File: src/rtl/systolic_pkg.sv
`default_nettype none
// ============================================================================
// Package  : systolic_pkg
// Purpose  : Shared constants for the systolic-array buffer controllers.
// Revision : 1.0
// ============================================================================
package systolic_pkg;

    localparam int unsigned c_BANK_WORDS = 256;
    localparam int unsigned c_BANK_IDX_W = $clog2(c_BANK_WORDS);

    localparam logic [1:0] c_RD_IDLE  = 2'd0;
    localparam logic [1:0] c_RD_FETCH = 2'd1;
    localparam logic [1:0] c_RD_VALID = 2'd2;

endpackage
`default_nettype wire

File: src/rtl/buf_pp_ctrl.sv
`default_nettype none
// ============================================================================
// Module   : buf_pp_ctrl
// Purpose  : Block buffer controller for a 1R1W RAM: host blocks in, array
//            blocks out. BUF_PP_CTRL_PINGPONG_EN selects two ping-pong banks;
//            otherwise the whole RAM is a single bank.
// Revision : 1.0
// ============================================================================
module buf_pp_ctrl
    import systolic_pkg::*;
#(
    parameter int DATA_W = 16,
    parameter int ADR_W  = 9
) (
    input  logic              clk,
    input  logic              rst,
    input  logic              wr_valid,
    input  logic [DATA_W-1:0] wr_data,
    input  logic              wr_last,
    output logic              wr_ready,
    output logic              rd_valid,
    output logic [DATA_W-1:0] rd_data,
    output logic              rd_last,
    input  logic              rd_ready,
    output logic              ram_wen,
    output logic [ADR_W-1:0]  ram_wadr,
    output logic [DATA_W-1:0] ram_wdata,
    output logic [ADR_W-1:0]  ram_radr,
    input  logic [DATA_W-1:0] ram_rdata,
    output logic [1:0]        bank_full
);

`ifdef BUF_PP_CTRL_PINGPONG_EN
    localparam int   IDX_W = int'(c_BANK_IDX_W);
    localparam logic c_PP  = 1'b1;
`else
    localparam int   IDX_W = ADR_W;
    localparam logic c_PP  = 1'b0;
`endif

    localparam logic [IDX_W-1:0] c_IDX_ONE = 1;
    localparam logic [IDX_W:0]   c_LEN_ONE = 1;

    logic [1:0]          r_state_q, w_state_d;
    logic                r_wb_q, w_wb_d;
    logic                r_rb_q, w_rb_d;
    logic [IDX_W-1:0]    r_wcnt_q, w_wcnt_d;
    logic [IDX_W-1:0]    r_rcnt_q, w_rcnt_d;
    logic [1:0][IDX_W:0] r_len_q, w_len_d;
    logic [1:0]          r_full_q, w_full_d;
    logic [1:0]          w_set, w_clr;
    logic                w_accept, w_close, w_hs, w_adv;

    assign wr_ready  = ~r_full_q[r_wb_q];
    assign w_accept  = wr_valid & wr_ready;
    assign w_close   = w_accept & (wr_last | (r_wcnt_q == '1));
    assign ram_wen   = w_accept;
    // In single-bank mode the bank bit falls off the top of the cast.
    assign ram_wadr  = ADR_W'({r_wb_q, r_wcnt_q});
    assign ram_wdata = wr_data;
    assign rd_data   = ram_rdata;
    assign w_hs      = rd_valid & rd_ready;
    assign bank_full = r_full_q;

    always_comb begin
        w_wb_d   = r_wb_q;
        w_wcnt_d = r_wcnt_q;
        w_len_d  = r_len_q;
        w_set    = '0;
        if (w_accept) begin
            w_wcnt_d = r_wcnt_q + c_IDX_ONE;
        end
        if (w_close) begin
            w_len_d[r_wb_q] = {1'b0, r_wcnt_q} + c_LEN_ONE;
            w_set[r_wb_q]   = 1'b1;
            w_wb_d          = r_wb_q ^ c_PP;
            w_wcnt_d        = '0;
        end
    end

    always_comb begin
        w_rb_d   = r_rb_q;
        w_rcnt_d = r_rcnt_q;
        w_clr    = '0;
        if (w_hs) begin
            if (rd_last) begin
                w_clr[r_rb_q] = 1'b1;
                w_rb_d        = r_rb_q ^ c_PP;
                w_rcnt_d      = '0;
            end else begin
                w_rcnt_d = r_rcnt_q + c_IDX_ONE;
            end
        end
        // Close and release always target different banks, so set/clear never collide.
        w_full_d = ((r_full_q | w_set) & ~w_clr) & {c_PP, 1'b1};
    end

    always_ff @(posedge clk or posedge rst) begin
        if (rst) begin
            r_wb_q   <= 1'b0;
            r_rb_q   <= 1'b0;
            r_wcnt_q <= '0;
            r_rcnt_q <= '0;
            r_len_q  <= '0;
            r_full_q <= '0;
        end else begin
            r_wb_q   <= w_wb_d;
            r_rb_q   <= w_rb_d;
            r_wcnt_q <= w_wcnt_d;
            r_rcnt_q <= w_rcnt_d;
            r_len_q  <= w_len_d;
            r_full_q <= w_full_d;
        end
    end

    always_ff @(posedge clk or posedge rst) begin
        if (rst) begin
            r_state_q <= c_RD_IDLE;
        end else begin
            r_state_q <= w_state_d;
        end
    end

    always_comb begin
        w_state_d = r_state_q;
        case (r_state_q)
            c_RD_IDLE:  if (r_full_q[r_rb_q]) w_state_d = c_RD_FETCH;
            c_RD_FETCH: w_state_d = c_RD_VALID;
            c_RD_VALID: if (w_hs & rd_last) w_state_d = c_RD_IDLE;
            default:    w_state_d = c_RD_IDLE;
        endcase
    end

    // Read address runs one word ahead during a handshake so RAM latency is hidden.
    always_comb begin
        rd_valid = 1'b0;
        rd_last  = 1'b0;
        if (r_state_q == c_RD_VALID) begin
            rd_valid = 1'b1;
            rd_last  = ({1'b0, r_rcnt_q} == (r_len_q[r_rb_q] - c_LEN_ONE));
        end
        w_adv    = rd_valid & rd_ready & ~rd_last;
        ram_radr = ADR_W'({r_rb_q, r_rcnt_q + IDX_W'(w_adv)});
    end

endmodule
`default_nettype wire

File: config.mk
export PLATFORM = sky130hd
export DESIGN_NAME = buf_pp_ctrl
export DESIGN_NICKNAME = d
export VERILOG_FILES = /design/src/rtl/systolic_pkg.sv /design/src/rtl/buf_pp_ctrl.sv
export SDC_FILE = /design/constraint.sdc
export NUM_CORES = 1
export LEC_CHECK = 0
export ABC_AREA = 0
export BUFFER_PORTS_ARGS = -buffer_cell sky130_fd_sc_hd__clkbuf_2
export CAP_MARGIN = 20
export CORE_MARGIN = 2
export CORE_UTILIZATION = 40
export DETAILED_ROUTE_END_ITERATION = 12
export GPL_ROUTABILITY_DRIVEN = 0
export PLACE_DENSITY = 0.79
export REMOVE_ABC_BUFFERS = 1
export SLEW_MARGIN = 20
export SYNTH_ARGS = -nofsm -noshare
export SYNTH_HDL_FRONTEND = slang
export SYNTH_SLANG_ARGS = --single-unit
File: constraint.sdc
create_clock -name clk -period 6.13 [get_ports clk]
set_input_delay 0 -clock clk [delete_from_list [all_inputs] [get_ports clk]]
set_output_delay 0 -clock clk [all_outputs]
set_load 0.02 [all_outputs]
==> impl_metrics.toml, run 1 <==
[status]
status = "finished clean"

[grt]
grt_pass1_vias = 1541
grt_max_degree = 32
grt.busiest_layer = "met1"
grt_util_met2_pct = 22.9
grt_pass1_wl_um = 8240
grt.total_usage_pct = 17.9
grt_use_met3_pct = 12.0
overflow = 0
antenna_found_initial = 0
gr-usage-met1_pct = 23.2

[detailed_routing]
vias_per_cell = 5.37
vias = 1659
drc = 0
first_pass_iters = 4
postRouteAntennaNets = 0
finalWirelength_um = 5220
wire_per_inst_um = 16.9
drt_iter0_drc = 113

[placement]
dp_hpwl_um = 3940
io_buffers = 27
placed_cell_area_um2 = 2110
pre_cts_ws_ns = 3.19

[floorplan]
core_area_um2 = 5140
io-pin-count = 93
dieArea_um2 = 5990
dieWidth_um = 77.4
fp.dieH_um = 77.4
rows = 26
initial_utilization_pct = 41.9

[timing]
finalSetupViolations = 0
fmax_mhz = 308
layout_min_cycle_time_ns = 3.25
relSlewSlack_pct = 46.5
clock-skew-final_ns = 0.00867
worst_slack_ns = 2.88
worstMarginPinSlew_ns = 0.796
rsz0062_at_grt = "no"
post-route-period-util_pct = 53.0
hold_viol_final = 0
hold_ws_ns = 0.0000262
final_max_slew_viol_count = 0
fin_tns_setup_ns = 0

[final_layout]
final_common_cell = "dfrtp_1"
antenna_cells = 0
postLayoutCellArea_um2 = 2230
mostFrequentLayoutCells = "dfrtp_1 (31), clkbuf_2 (27), nand2_1 (26)"
area_delta_synth_final_pct = 3.72
final_layout_size_suffix_gt1_share_pct = 18.4
layout.nets = 281
fillers = 529

[logic_synthesis]
synth_compound_area_share_pct = 12.3
synth-edff-count = 0
netlist_area_um2 = 2150
yosysWarnings = 0
yosys.area_share.simple_pct = 20.9
post_synth.cell_area_avg_um2 = 8.83
synth_adder_area_share_pct = 3.49
synth.distinct_cells = 41
synthFlopType = "dfrtp_1"
synth_top_family_by_area = "simple AND/OR/NAND/NOR gates"
synth-xor-area-share_pct = 11.8
synth_seq_cells = 31
async_flop_share_pct = 100
yosysSeqAreaShare_pct = 36.0
synth_mux_area_share_pct = 1.05
syn_inst = 244

[cts]
cts_tree = "built"
clockBufferDepth = 2
cts_max_level = 2
cts-root-buf = "clkbuf_8"
cts.sinks = 31
worst_skew_pair.late_latency_ns = 0.29
cts.reportedPaths.clkPinSlew_ns = 0.07
post_cts_buffers = 0
numCtsBuffers = 5

[critical_path]
cp.required_ns = 6.13
crit_top_cell = "ha_1"
critPathSlowestCell = "or4b_4"
worst_setup_path_start_kind = "register"
crit_family = "simple AND/OR/NAND/NOR gates"
path_max_fanout = 6
worstPathCellList = "inv_1, ha_1, or4b_4, and4b_1, nor3_1, nor3_1, nor2_1, ha_1, ha_1, nand3_1, xnor2_1, clkbuf_2"
crit_path_end_kind = "output pin"
criticalPathCategory = "reg -> out"
max_stage_delay_ns = 0.51
arrival_ns = 3.25
cp_num_buf_inv = 2

[pwr]
powerDensity_nw_per_um2 = 438
p_leak_nw = 1.03
ir_drop_mv = 0.204

[hold_path]
hold_path_class = "in -> out"

[run]
drv_cap = 0
synth_stat cells, drive strengths merged, types with 2 or more instances:
cell     instances  area, um^2
buf             33         248
dfrtp           31         776
nand2           26        97.6
o21ai           20         100
nor2            16        60.1
xor2            15         131
xnor2           14         123
nand3           11        55.1
clkbuf          10        37.5
nor3            10        50.1
and3             7        43.8
ha               6        75.1
inv              6        22.5
a21oi            3        15.0
nand4            3        18.8
nor4             3        33.8
o31ai            3        27.5
a2111oi          2        36.3
a22o             2        17.5
and2             2        12.5
mux2             2        22.5
nand2b           2        12.5
nor2b            2        12.5
or3              2        12.5
worst paths after layout:
path	from	to	slack (ns)	depth (start not counted)
max in group asynchronous	rst	ram_wadr[8]	5.52	4
max	r_len_q[0]	ram_radr[6]	2.88	12
max reg2reg	ram_wadr[0]	ram_wadr[6]	3.68	9
min	ram_rdata[0]	rd_data[0]	0.00003	0
min in group asynchronous	rst	r_rcnt_q[3]	0.31	4
min reg2reg	r_state_q[1]	r_state_q[0]	0.46	1
cells by family after synthesis:
| kind of cell | Yosys count |
|---|---|
| and+or+nand+nor | 88 |
| adders and majority gates | 6 |
| muxes | 2 |
| DFF | 31 |
| other | 1 |
| buffers and inverters | 49 |
| AOI/OAI and AO/OA | 38 |
| xor gates and xnor gates | 29 |
through the flow:
step | std cells | util [%] | power (mW)
2_1_floorplan | 201 | - | 0.659
5_1_grt | 309 | 43.5 | 1.05
4_1_cts | 309 | 43.5 | 0.985
3_5_place_dp | 300 | 41.0 | 0.767
3_3_place_gp | 300 | 41.0 | 0.754
6_report | 309 | 43.5 | 0.978
state kept, by name (all words and copies together), names as in the netlist:
| name | count |
|---|---|
| r_rcnt_q | 9 |
| r_len_q | 10 |
| ram_wadr | 9 |
| r_state_q | 2 |
| bank_full | 1 |
what timing repair did:
action | CTS | global route
hold buffers | 1 | 0
resized for setup | 0 | 0
hold endpoints to repair | 31 | 0
layer usage:
metal | vias up | part of all wire, %
li1 | 788 | -
met1 | 805 | 46
met2 | 57 | 42
met3 | 9 | 11
met4 | 0 | 1.6
met5 | - | 0
final cells by class:
type                    instances  area [um^2]  area share, %
inverters                       6         22.5           1.01
repair buffers                 30          160           7.17
well taps                      70         87.6           3.92
clock buffers                   6         82.6           3.70
multi-input cells             164         1070           47.9
clock inverters                 2         35.0           1.57
flip-flops and latches         31          776           34.7
worst register-to-register path, stage by stage, from the launching register on:
cell and delay, ns:
dfrtp_1 0.43, ha_1 0.27, and3_1 0.20, nand3_1 0.18, nor2_1 0.07, ha_1 0.22, nor3_1 0.68, a21o_1 0.21
nand2_1 0.05, o31ai_1 0.07
power by group:
part / internal (mW) / switching, mW
clock: 0.131 / 0.0801
sequential: 0.259 / 0.0909
combinational: 0.176 / 0.241
total: 0.566 / 0.412
No activity file was read; power rests on OpenSTA's default activity.
==> run 2: changes to the inputs <==
Settings changed: PLACE_DENSITY 0.79 to 0.82.
Clock period 6.13 ns to 2.9 ns, I/O delays scaled along.
==> impl_metrics.toml, run 2 (same netlist as run 1, synthesis figures left out) <==
[timing]
final_max_slew_viol_count = 0
relSlewSlack_pct = 44.5
post-route-period-util_pct = 99.1
worstMarginPinSlew_ns = 0.832
fmax_mhz = 348
fin_tns_setup_ns = 0
finalSetupViolations = 0
clock-skew-final_ns = 0.00764
rsz0062_at_grt = "yes"
layout_min_cycle_time_ns = 2.87
hold_viol_final = 0

[critical_path]
path_max_fanout = 4
arrival_ns = 2.87
r2r-start = "r_len_q[1]"
rrSetupSlack_ns = 0.56
worstSetupStartpoint = "r_len_q[1]"
criticalPathCategory = "reg -> out"
crit_top_cell = "buf_4"
crit_path_end_kind = "output pin"
worst_setup_path_start_kind = "register"
cp-endpoint = "ram_radr[5]"
worstPathCellList = "inv_2, ha_4, or4b_4, and4b_2, nor3_4, nor3_2, nor2_1, ha_2, buf_4, nand3_2, xnor2_1, buf_4"
cp.required_ns = 2.90
critPathSlowestCell = "or4b_4"
rr_worst_depth = 8
rr_endpoint = "r_rcnt_q[1]"
max_stage_delay_ns = 0.48

[final_layout]
utilization_pct = 46.8
postLayoutCellArea_um2 = 2410
layout.nets = 292
final_layout_size_suffix_gt1_share_pct = 27.6
mostFrequentLayoutCells = "dfrtp_1 (31), nand2_1 (24), clkbuf_2 (22)"
antenna_cells = 0
regArea_um2 = 776
fillers = 485
final_common_cell = "dfrtp_1"
multi_input_area_um2 = 1170
top_register = "r_len_q"
area_delta_synth_final_pct = 11.8
largest_reg_flops = 10

[pwr]
ir_drop_mv = 0.438
p_sw_mw = 1.02
p_leak_nw = 1.10
switching_share_pct = 44.6
power_frac_seq_pct = 32.9
internal_power_mw = 1.27
clkPwrFrac_pct = 16.8
combPwrFrac_pct = 50.3
powerDensity_nw_per_um2 = 953

[detailed_routing]
vias = 1781
drc = 0
finalWirelength_um = 6020
postRouteAntennaNets = 0
wire_per_inst_um = 18.8
first_pass_iters = 4
drt_iter0_drc = 124
vias_per_cell = 5.57

[placement]
placed_cell_area_um2 = 2120
io_buffers = 27
dp_hpwl_um = 4110

[floorplan]
io-pin-count = 93
fp.dieH_um = 77.4
dieArea_um2 = 5990
rows = 26
initial_utilization_pct = 41.9
core_area_um2 = 5140
dieWidth_um = 77.4

[grt]
grt_max_degree = 22
antenna_found_initial = 0
grt.total_usage_pct = 20.0
grt_pass1_vias = 1704
grt_pass1_wl_um = 9110
overflow = 0

[cts]
cts.sinks = 31
clockBufferDepth = 2
cts_tree = "built"
cts_max_level = 2
cts-root-buf = "clkbuf_8"
cts.reportedPaths.clkPinSlew_ns = 0.06
worst_skew_pair.late_latency_ns = 0.29
numCtsBuffers = 5

[run]
drv_cap = 0

[status]
status = "finished clean"

[hold_path]
hold_path_class = "in -> out"
## run 2: through the flow
| stage | instances | hold WS (ns) | setup slack, ns | power [mW] |
|---|---|---|---|---|
| after detailed placement | 302 | 0.000149 | 0.0499 | 1.63 |
| after floorplan | 201 | 0 | -0.160 | 1.39 |
| final | 320 | 0.000154 | 0.0258 | 2.29 |
| after global routing | 320 | 0.000118 | -0.0416 | 2.43 |
| after CTS | 313 | 0.000149 | 0.0102 | 2.09 |
| after global placement | 302 | 0.000149 | 0.148 | 1.59 |
## run 2: worst min path at each step
| stage | start | to | slack (ns) | depth (start not counted) |
|---|---|---|---|---|
| floorplan | wr_data[0] | ram_wdata[0] | 0 | 0 |
| finish | wr_data[4] | ram_wdata[4] | 0.0002 | 0 |
| global placement | ram_rdata[0] | rd_data[0] | 0.0001 | 0 |
| detailed placement | ram_rdata[0] | rd_data[0] | 0.0001 | 0 |
| CTS | ram_rdata[0] | rd_data[0] | 0.0001 | 0 |
| global route | ram_rdata[0] | rd_data[0] | 0.0001 | 0 |
## run 2: area by class of cell
cell class	instances	area share, %
multi-input cells	164	48.5
flip-flops and latches	31	32.2
well taps	70	3.64
repair buffers	41	10.5
inverters	6	0.936
clock buffers	8	4.16
## run 2: metal layers
| metal | global-route usage [%] | vias up | share of wire [%] |
|---|---|---|---|
| met3 | 13.4 | 9 | 11 |
| met4 | 5.00 | 0 | 1.3 |
| met5 | 4.55 | - | 0 |
| met2 | 28.5 | 73 | 46 |
| met1 | 24.3 | 881 | 42 |
| li1 | - | 818 | - |
## run 2: power groups by stage
| stage | Clock [mW] | Sequential [mW] | Combinational (mW) |
|---|---|---|---|
| after floorplan | 0 | 0.730 | 0.662 |
| after global placement | 0 | 0.739 | 0.855 |
| after detailed placement | 0 | 0.746 | 0.886 |
| after CTS | 0.390 | 0.737 | 0.966 |
| after global routing | 0.406 | 0.776 | 1.24 |
| final | 0.385 | 0.755 | 1.15 |
## run 2: critical path: cells and delay by family (launching register included)
kind                     cells  cell delay [ns]
adder cells (fa/ha/maj)      2             0.37
buffers and inverters        3             0.40
AND/OR/NAND/NOR              6             1.26
flip-flops                   1             0.40
XOR/XNOR                     1             0.15
## run 2: timing repair
item / in CTS / in global routing
gates resized for setup: 7 / 22
pin swaps: 1 / 4
setup endpoints to repair: 8 / 8
hold endpoints to repair: 20 / 0
hold buffers: 1 / 0
setup buffers: 2 / 7
